[config.mk]
export PLATFORM = sky130hd
export DESIGN_NAME = rgb_pwm_driver
export DESIGN_NICKNAME = d
export VERILOG_FILES = /design/src/rtl/rgb_pkg.sv /design/src/rtl/rgb_pwm_timebase.sv /design/src/rtl/rgb_pwm_driver.sv
export SDC_FILE = /design/constraint.sdc
export NUM_CORES = 1
export LEC_CHECK = 0
export BUFFER_PORTS_ARGS = -buffer_cell sky130_fd_sc_hd__buf_2
export CORE_ASPECT_RATIO = 1.5
export CORE_MARGIN = 2
export CORE_UTILIZATION = 54
export CTS_CLUSTER_DIAMETER = 120
export DETAILED_ROUTE_END_ITERATION = 6
export GPL_ROUTABILITY_DRIVEN = 0
export PLACE_DENSITY_LB_ADDON = 0.1
export SETUP_SLACK_MARGIN = 0.05
export SYNTH_ARGS = -nofsm -noshare
export SYNTH_HDL_FRONTEND = slang
export SYNTH_SLANG_ARGS = --single-unit
[constraint.sdc]
create_clock -name clk -period 4.8 [get_ports clk]
set_clock_uncertainty 0.1 [all_clocks]
set_input_delay 0.72 -clock clk [delete_from_list [all_inputs] [get_ports clk]]
set_output_delay 0.72 -clock clk [all_outputs]
set_load 0.005 [all_outputs]
[src/rtl/rgb_pkg.sv]
// Shared widths, LED bit positions and FSM encoding for the RGB PWM driver.
package rgb_pkg;
  localparam int LED_W    = 3;
  localparam int PAT_W    = 6;
  localparam int R        = 2;
  localparam int G        = 1;
  localparam int B        = 0;
  localparam int LED0_LSB = 0;
  localparam int LED1_LSB = 3;

  typedef enum logic {
    IDLE = 1'b0,
    RUN  = 1'b1
  } state_e;
endpackage

[src/rtl/rgb_pwm_timebase.sv]
// PWM timebase: prescaler producing ticks and a CNT_W-bit period counter.
module rgb_pwm_timebase #(
  parameter int CNT_W    = 8,
  parameter int PRESCALE = 4
) (
  input  logic             clk,
  input  logic             rst_n,
  output logic [CNT_W-1:0] cnt,
  output logic             tick,
  output logic             wrap
);
  localparam int PRE_W = (PRESCALE > 1) ? $clog2(PRESCALE) : 1;

  logic [PRE_W-1:0] pre_q, pre_d;
  logic [CNT_W-1:0] cnt_q, cnt_d;

  always_comb begin
    tick  = (pre_q == PRE_W'(PRESCALE - 1));
    wrap  = tick && (cnt_q == '1);
    pre_d = tick ? '0 : pre_q + 1'b1;
    cnt_d = tick ? cnt_q + 1'b1 : cnt_q;
  end

  always_ff @(posedge clk or negedge rst_n) begin
    if (!rst_n) begin
      pre_q <= '0;
      cnt_q <= '0;
    end else begin
      pre_q <= pre_d;
      cnt_q <= cnt_d;
    end
  end

  assign cnt = cnt_q;
endmodule

[src/rtl/rgb_pwm_driver.sv]
// Two-LED RGB PWM driver; pattern and duty are applied only at period wrap.
// Define RGB_PWM_BREATHE_EN to replace the duty port with a triangle ramp.
module rgb_pwm_driver
  import rgb_pkg::*;
#(
  parameter int CNT_W    = 8,
  parameter int PRESCALE = 4
) (
  input  logic             clk,
  input  logic             rst_n,
  input  logic [5:0]       pattern_in,
  input  logic             pattern_valid,
  output logic             pattern_ready,
  input  logic [CNT_W-1:0] duty,
  output logic [2:0]       led0_rgb,
  output logic [2:0]       led1_rgb,
  output logic             period_start
);
  logic [CNT_W-1:0] cnt;
  logic             wrap;
  logic             tick_unused;

  rgb_pwm_timebase #(
    .CNT_W   (CNT_W),
    .PRESCALE(PRESCALE)
  ) u_timebase (
    .clk  (clk),
    .rst_n(rst_n),
    .cnt  (cnt),
    .tick (tick_unused),
    .wrap (wrap)
  );

  state_e             state_q, state_d;
  logic [PAT_W-1:0]   pend_q, pend_d;
  logic               full_q, full_d;
  logic [PAT_W-1:0]   act_q, act_d;
  logic [CNT_W-1:0]   aduty_q, aduty_d;
  logic [LED_W-1:0]   led0_q, led0_d, led1_q, led1_d;
  logic               ps_q, ps_d;
  logic [CNT_W-1:0]   duty_src;
  logic               on;

`ifdef RGB_PWM_BREATHE_EN
  logic [CNT_W-1:0] ramp_q, ramp_d;
  logic             up_q, up_d;
  logic             duty_unused;

  // Ramp turns around by holding its end value for one extra period.
  always_comb begin
    ramp_d      = ramp_q;
    up_d        = up_q;
    duty_unused = ^duty;
    if (wrap) begin
      if (up_q) begin
        if (ramp_q == '1) up_d = 1'b0;
        else              ramp_d = ramp_q + 1'b1;
      end else begin
        if (ramp_q == '0) up_d = 1'b1;
        else              ramp_d = ramp_q - 1'b1;
      end
    end
    duty_src = ramp_q;
  end

  always_ff @(posedge clk or negedge rst_n) begin
    if (!rst_n) begin
      ramp_q <= '0;
      up_q   <= 1'b1;
    end else begin
      ramp_q <= ramp_d;
      up_q   <= up_d;
    end
  end
`else
  always_comb duty_src = duty;
`endif

  always_comb begin
    state_d = state_q;
    pend_d  = pend_q;
    full_d  = full_q;
    act_d   = act_q;
    aduty_d = aduty_q;
    ps_d    = wrap;
    on      = (cnt < aduty_q);
    led0_d  = '0;
    led1_d  = '0;
    if (state_q == RUN) begin
      led0_d = act_q[LED0_LSB +: LED_W] & {LED_W{on}};
      led1_d = act_q[LED1_LSB +: LED_W] & {LED_W{on}};
    end
    if (wrap) begin
      if (full_q) begin
        act_d   = pend_q;
        full_d  = 1'b0;
        state_d = RUN;
      end
      aduty_d = duty_src;
    end
    // Not ready while full, so a wrap-time drain and an accept never coincide.
    if (pattern_valid && !full_q) begin
      pend_d = pattern_in;
      full_d = 1'b1;
    end
  end

  always_ff @(posedge clk or negedge rst_n) begin
    if (!rst_n) begin
      state_q <= IDLE;
      pend_q  <= '0;
      full_q  <= 1'b0;
      act_q   <= '0;
      aduty_q <= '0;
      led0_q  <= '0;
      led1_q  <= '0;
      ps_q    <= 1'b0;
    end else begin
      state_q <= state_d;
      pend_q  <= pend_d;
      full_q  <= full_d;
      act_q   <= act_d;
      aduty_q <= aduty_d;
      led0_q  <= led0_d;
      led1_q  <= led1_d;
      ps_q    <= ps_d;
    end
  end

  assign pattern_ready = !full_q;
  assign led0_rgb      = led0_q;
  assign led1_rgb      = led1_q;
  assign period_start  = ps_q;
endmodule
Word level (Yosys, flattened, before mapping)
Cells that the tools add are included.

word-level totals
  memory bits (writable) = 0
  input bits = 17
  bits in latches = 0
  memory bits (read-only) = 0
  register bits after elaboration = 39
  output and inout bits = 8
  memories = 0

operators by class
  reductions and logical operators = 5
  add/subtract/negate cells = 2
  $mul = 0
  eq/ne operators = 2
  order comparisons = 1
  mux-type cells = 5
  divide/modulo/power cells = 0
  bitwise operators = 2
  shift operators = 0

operators with widths
  kind                                          number
  adder 8 x 1 -> 8 bit (second input constant)  1
  equality test 8 bit (second input constant)   1
  less-than comparator 8 bit                    1
  bitwise AND 3 bit                             2
  two-way mux 3 bit                             2
  adder 2 x 1 -> 2 bit (second input constant)  1
  equality test 2 bit (second input constant)   1
  logical AND 1 bit                             2
  two-way mux 1 bit                             2
  two-way mux 2 bit                             1
  AND reduction 2 bit                           1
  nonzero test 2 bit                            1
  zero test 1 bit                               1

Logic depth before layout (Yosys ltp)
  depth in word-level cells = 4
  mapped depth = 5
  mapped depth without buffers = 5

Modules after synthesis
From an unflattened synthesis, not the netlist that was laid out.

unflattened totals
  cell total of the unflattened synthesis = 133
  area total of the unflattened synthesis = 1,645.3 um2

modules (own cells, without submodules)
  module            cells an instance  sequential area each (um2)  instances  area an instance (um2)
  rgb_pwm_driver    100                725.7                       1          1,217.4
  rgb_pwm_timebase  33                 250.2                       1          427.9

Least setup slack after synthesis
Ideal clock, no wire load.

  path kind = register to register
  start = reg u_timebase.pre_q[0]
  end = reg act_q[0]
  data required time = 4.575 ns
  path slack = 3.159 ns
  stages on the path, launching flop included = 6
  data arrival time = 1.416 ns
  path through = dfrtp_1 -> ha_1 -> and4_1 -> buf_6 -> nand4_4 -> mux2_4

between the ends
  word-level cells in the longest chain between the ends = 3

ends and longest elaborated chain
  what                           line                    source
  from (decl)                    rgb_pwm_timebase.sv:14  logic [PRE_W-1:0] pre_q, pre_d;
  from (signal assigned)         rgb_pwm_timebase.sv:29  pre_q <= pre_d;
  equality test 2 bit            rgb_pwm_timebase.sv:18  tick = (pre_q == PRE_W'(PRESCALE - 1));
  logical AND 1 bit              rgb_pwm_timebase.sv:19  wrap = tick && (cnt_q == '1);
  AND reduction 2 bit (no line)  -
  to (signal assigned)           rgb_pwm_driver.sv:122   act_q <= act_d;
  to (decl)                      rgb_pwm_driver.sv:37    logic [PAT_W-1:0] act_q, act_d;

No other way between the ends.
A chain may end at the register's enable or synchronous reset.

Worst setup path after layout
  start = reg u_timebase.pre_q[0]
  end = reg act_q[2]

The elaborated chain is that of the path after synthesis.

==> qor.yml <==
outcome:
  outcome: "finished, final reports clean"
place:
  placed_cells: 186
  dpl.hpwl_um: 2085
  io_buffers: 24
clock_tree:
  cts_resized: 0
  cts_setup_buffers: 0
  cts.sinks: 39
  cts_root_buf: "clkbuf_8"
  htreeDepth: 2
  ctsHoldBuffers: 0
  cts_tree: "built"
  clockBufferDepth: 2
  cts_buffers: 5
  clock_latency_ns: 0.29
  clk_pin_slew_ns: 0.07
global_routing:
  grt-ovfl-total: 0
  grt_max_degree: 40
  antenna_found_initial: 0
  grt_pass1_wl_um: 4843
  grt_pass1_vias: 1056
  grtUsageTotal_pct: 18.55
layout:
  multi_input_area_um2: 663.1
  regArea_um2: 975.9
  stdcell_count: 194
  diodes: 0
  final_cell_mix: "dfrtp_1 (39), buf_2 (24), inv_1 (15), mux2_2 (15), ha_1 (9)"
  syn_to_final_growth_pct: 13.25
  nets: 179
  n_fill_cell: 251
  layout_commonest_cell: "dfrtp_1"
  final_layout_size_suffix_gt1_share_pct: 35.71
route:
  via_count: 1007
  drt_iter0_markers: 35
  drtPass1Iterations: 4
  ant_nets: 0
  drc: 0
  routedWlPerCell_um: 14.35
  avgViaCountPerCell: 5.191
  routed_wl_um: 2784
critical_path:
  path_cells: "ha_1, and4_1, nand4_4, mux2_4"
  worst-path-buf-inv: 0
  end_kind: "flop"
  crit_fanout: 8
  slowest_delay_ns: 0.42
  path_delay_family: "simple AND/OR/NAND/NOR gates"
  arrival_ns: 1.97
  setup.worst_path.start_class: "flop"
  required_ns: 4.88
  path_class: "reg2reg"
  crit_slowest_cell: "and4_1"
yosys:
  netlist_instances: 126
  synth_top_area_share_pct: 56.77
  yosys_warnings: 0
  synth_edf_count: 0
  synthDistinctLibCells: 31
  ys.flop_type: "dfrtp_1"
  ys_ff_latch: 39
  synth.avg_cell_area_um2: 13.64
  yosysSeqAreaShare_pct: 56.77
  synthesis.area_um2: 1719
  yosys.area.top_type: "dfrtp_1"
  async_flop_share_pct: 100.0
  ys_top_cells_by_area: "dfrtp_1 (57%), mux2_2 (9.8%), ha_1 (6.6%)"
  synth_fp_nets: 152
power_and_ir_drop:
  power_w: 0.0005831
  ir_drop_mv: 0.2249
  total_leakage_power_nw: 0.9890
  pwr_density_cell_nw_per_um2: 299.5
sta:
  max_slew.worst_pin.slew_ns: 0.8385
  max_freq_mhz: 527.9
  slew-limit-headroom_pct: 44.10
  fin_crit_ns: 1.894
  setup_viol: 0
  fin_crit_sh_pct: 39.46
  hold_viol: 0
  slew_violations: 0
  finalSetupTns_ns: 0
  rsz0062_at_grt: "no"
floorplanning:
  core-area_um2: 3097
  die_area_um2: 3660
  io_pins: 25
  fp.dieH_um: 73.11
  die_w_um: 50.07
  start_util_pct: 55.52
  rows: 25
flow_run:
  cap_violations: 0
min_path:
  min_path_type: "reg2reg"
## sequential cells by signal, indices dropped and copies added, names as in the netlist
name	flops
u_timebase.pre_q	2
period_start	1
led0_rgb	3
u_timebase.cnt	8
full_q	1
state_q	1
act_q	6
led1_rgb	3
aduty_q	8
pend_q	6
## cell usage after synthesis, drive strengths merged, types with 2 or more instances
cell type  number
dfrtp          39
mux2           21
inv            15
ha              9
a311oi          5
nand3           4
xnor2           4
and3            3
buf             3
nor2b           3
o21ai           3
xor2            3
and4            2
## path summary, 6_finish.rpt
| check | from | endpoint | slack, ns | depth (start not counted) |
|---|---|---|---|---|
| min in group asynchronous | rst_n | pend_q[2] | 0.43 | 1 |
| min | u_timebase.pre_q[0] | u_timebase.pre_q[0] | 0.35 | 1 |
| max | u_timebase.pre_q[0] | act_q[2] | 2.91 | 4 |
| min reg2reg | u_timebase.pre_q[0] | u_timebase.pre_q[0] | 0.35 | 1 |
| max in group asynchronous | rst_n | u_timebase.cnt[5] | 3.64 | 1 |
| max reg2reg | u_timebase.pre_q[0] | act_q[2] | 2.91 | 4 |
## cell families after synthesis
kind of cell             Yosys count  synth area share, %
XOR/XNOR                           7                3.566
multiplexers                      21                15.07
AND/OR/NAND/NOR                   18                8.006
buffers and inverters             19                4.657
AO/OA/AOI/OAI                     13                5.386
flip-flops                        39                56.77
adder cells (fa/ha/maj)            9                6.550
## through the flow
step | hold slack, ns | area (um^2) | utilization [%] | worst slack [ns]
global placement | 0.3122 | 1866 | 60.24 | 2.907
floorplan | 0.3031 | 1719 | - | 3.159
global route | 0.3744 | 1947 | 62.87 | 2.803
detailed placement | 0.3473 | 1866 | 60.24 | 2.877
finish | 0.3475 | 1947 | 62.87 | 2.906
CTS | 0.3572 | 1947 | 62.87 | 2.886
## report_power, final
| part | switching [W] | internal, W | total, W |
|---|---|---|---|
| combinational | 0.0000149 | 0.0000149 | 0.0000298 |
| sequential | 0.00000513 | 0.000338 | 0.000344 |
| clock | 0.000108 | 0.000102 | 0.000210 |
| total | 0.000128 | 0.000455 | 0.000583 |
## final cells by class
type,instances,area share [%]
Sequential cell,39,50.13
Multi-Input combinational cell,68,34.06
Timing Repair Buffer,24,6.170
Clock buffer,7,3.920
Inverter,15,2.892
Tap cell,40,2.571
Clock inverter,1,0.2571
## routing by layer
metal | vias to the layer above | global-route usage, % | part of all wire (%)
met5 | - | 0 | 0
met4 | 0 | 13.27 | 3.5
met1 | 487 | 19.89 | 39
met3 | 10 | 5.738 | 4.0
met2 | 23 | 30.56 | 53
li1 | 487 | - | -
Note: power is estimated with default switching activity, not from simulation.
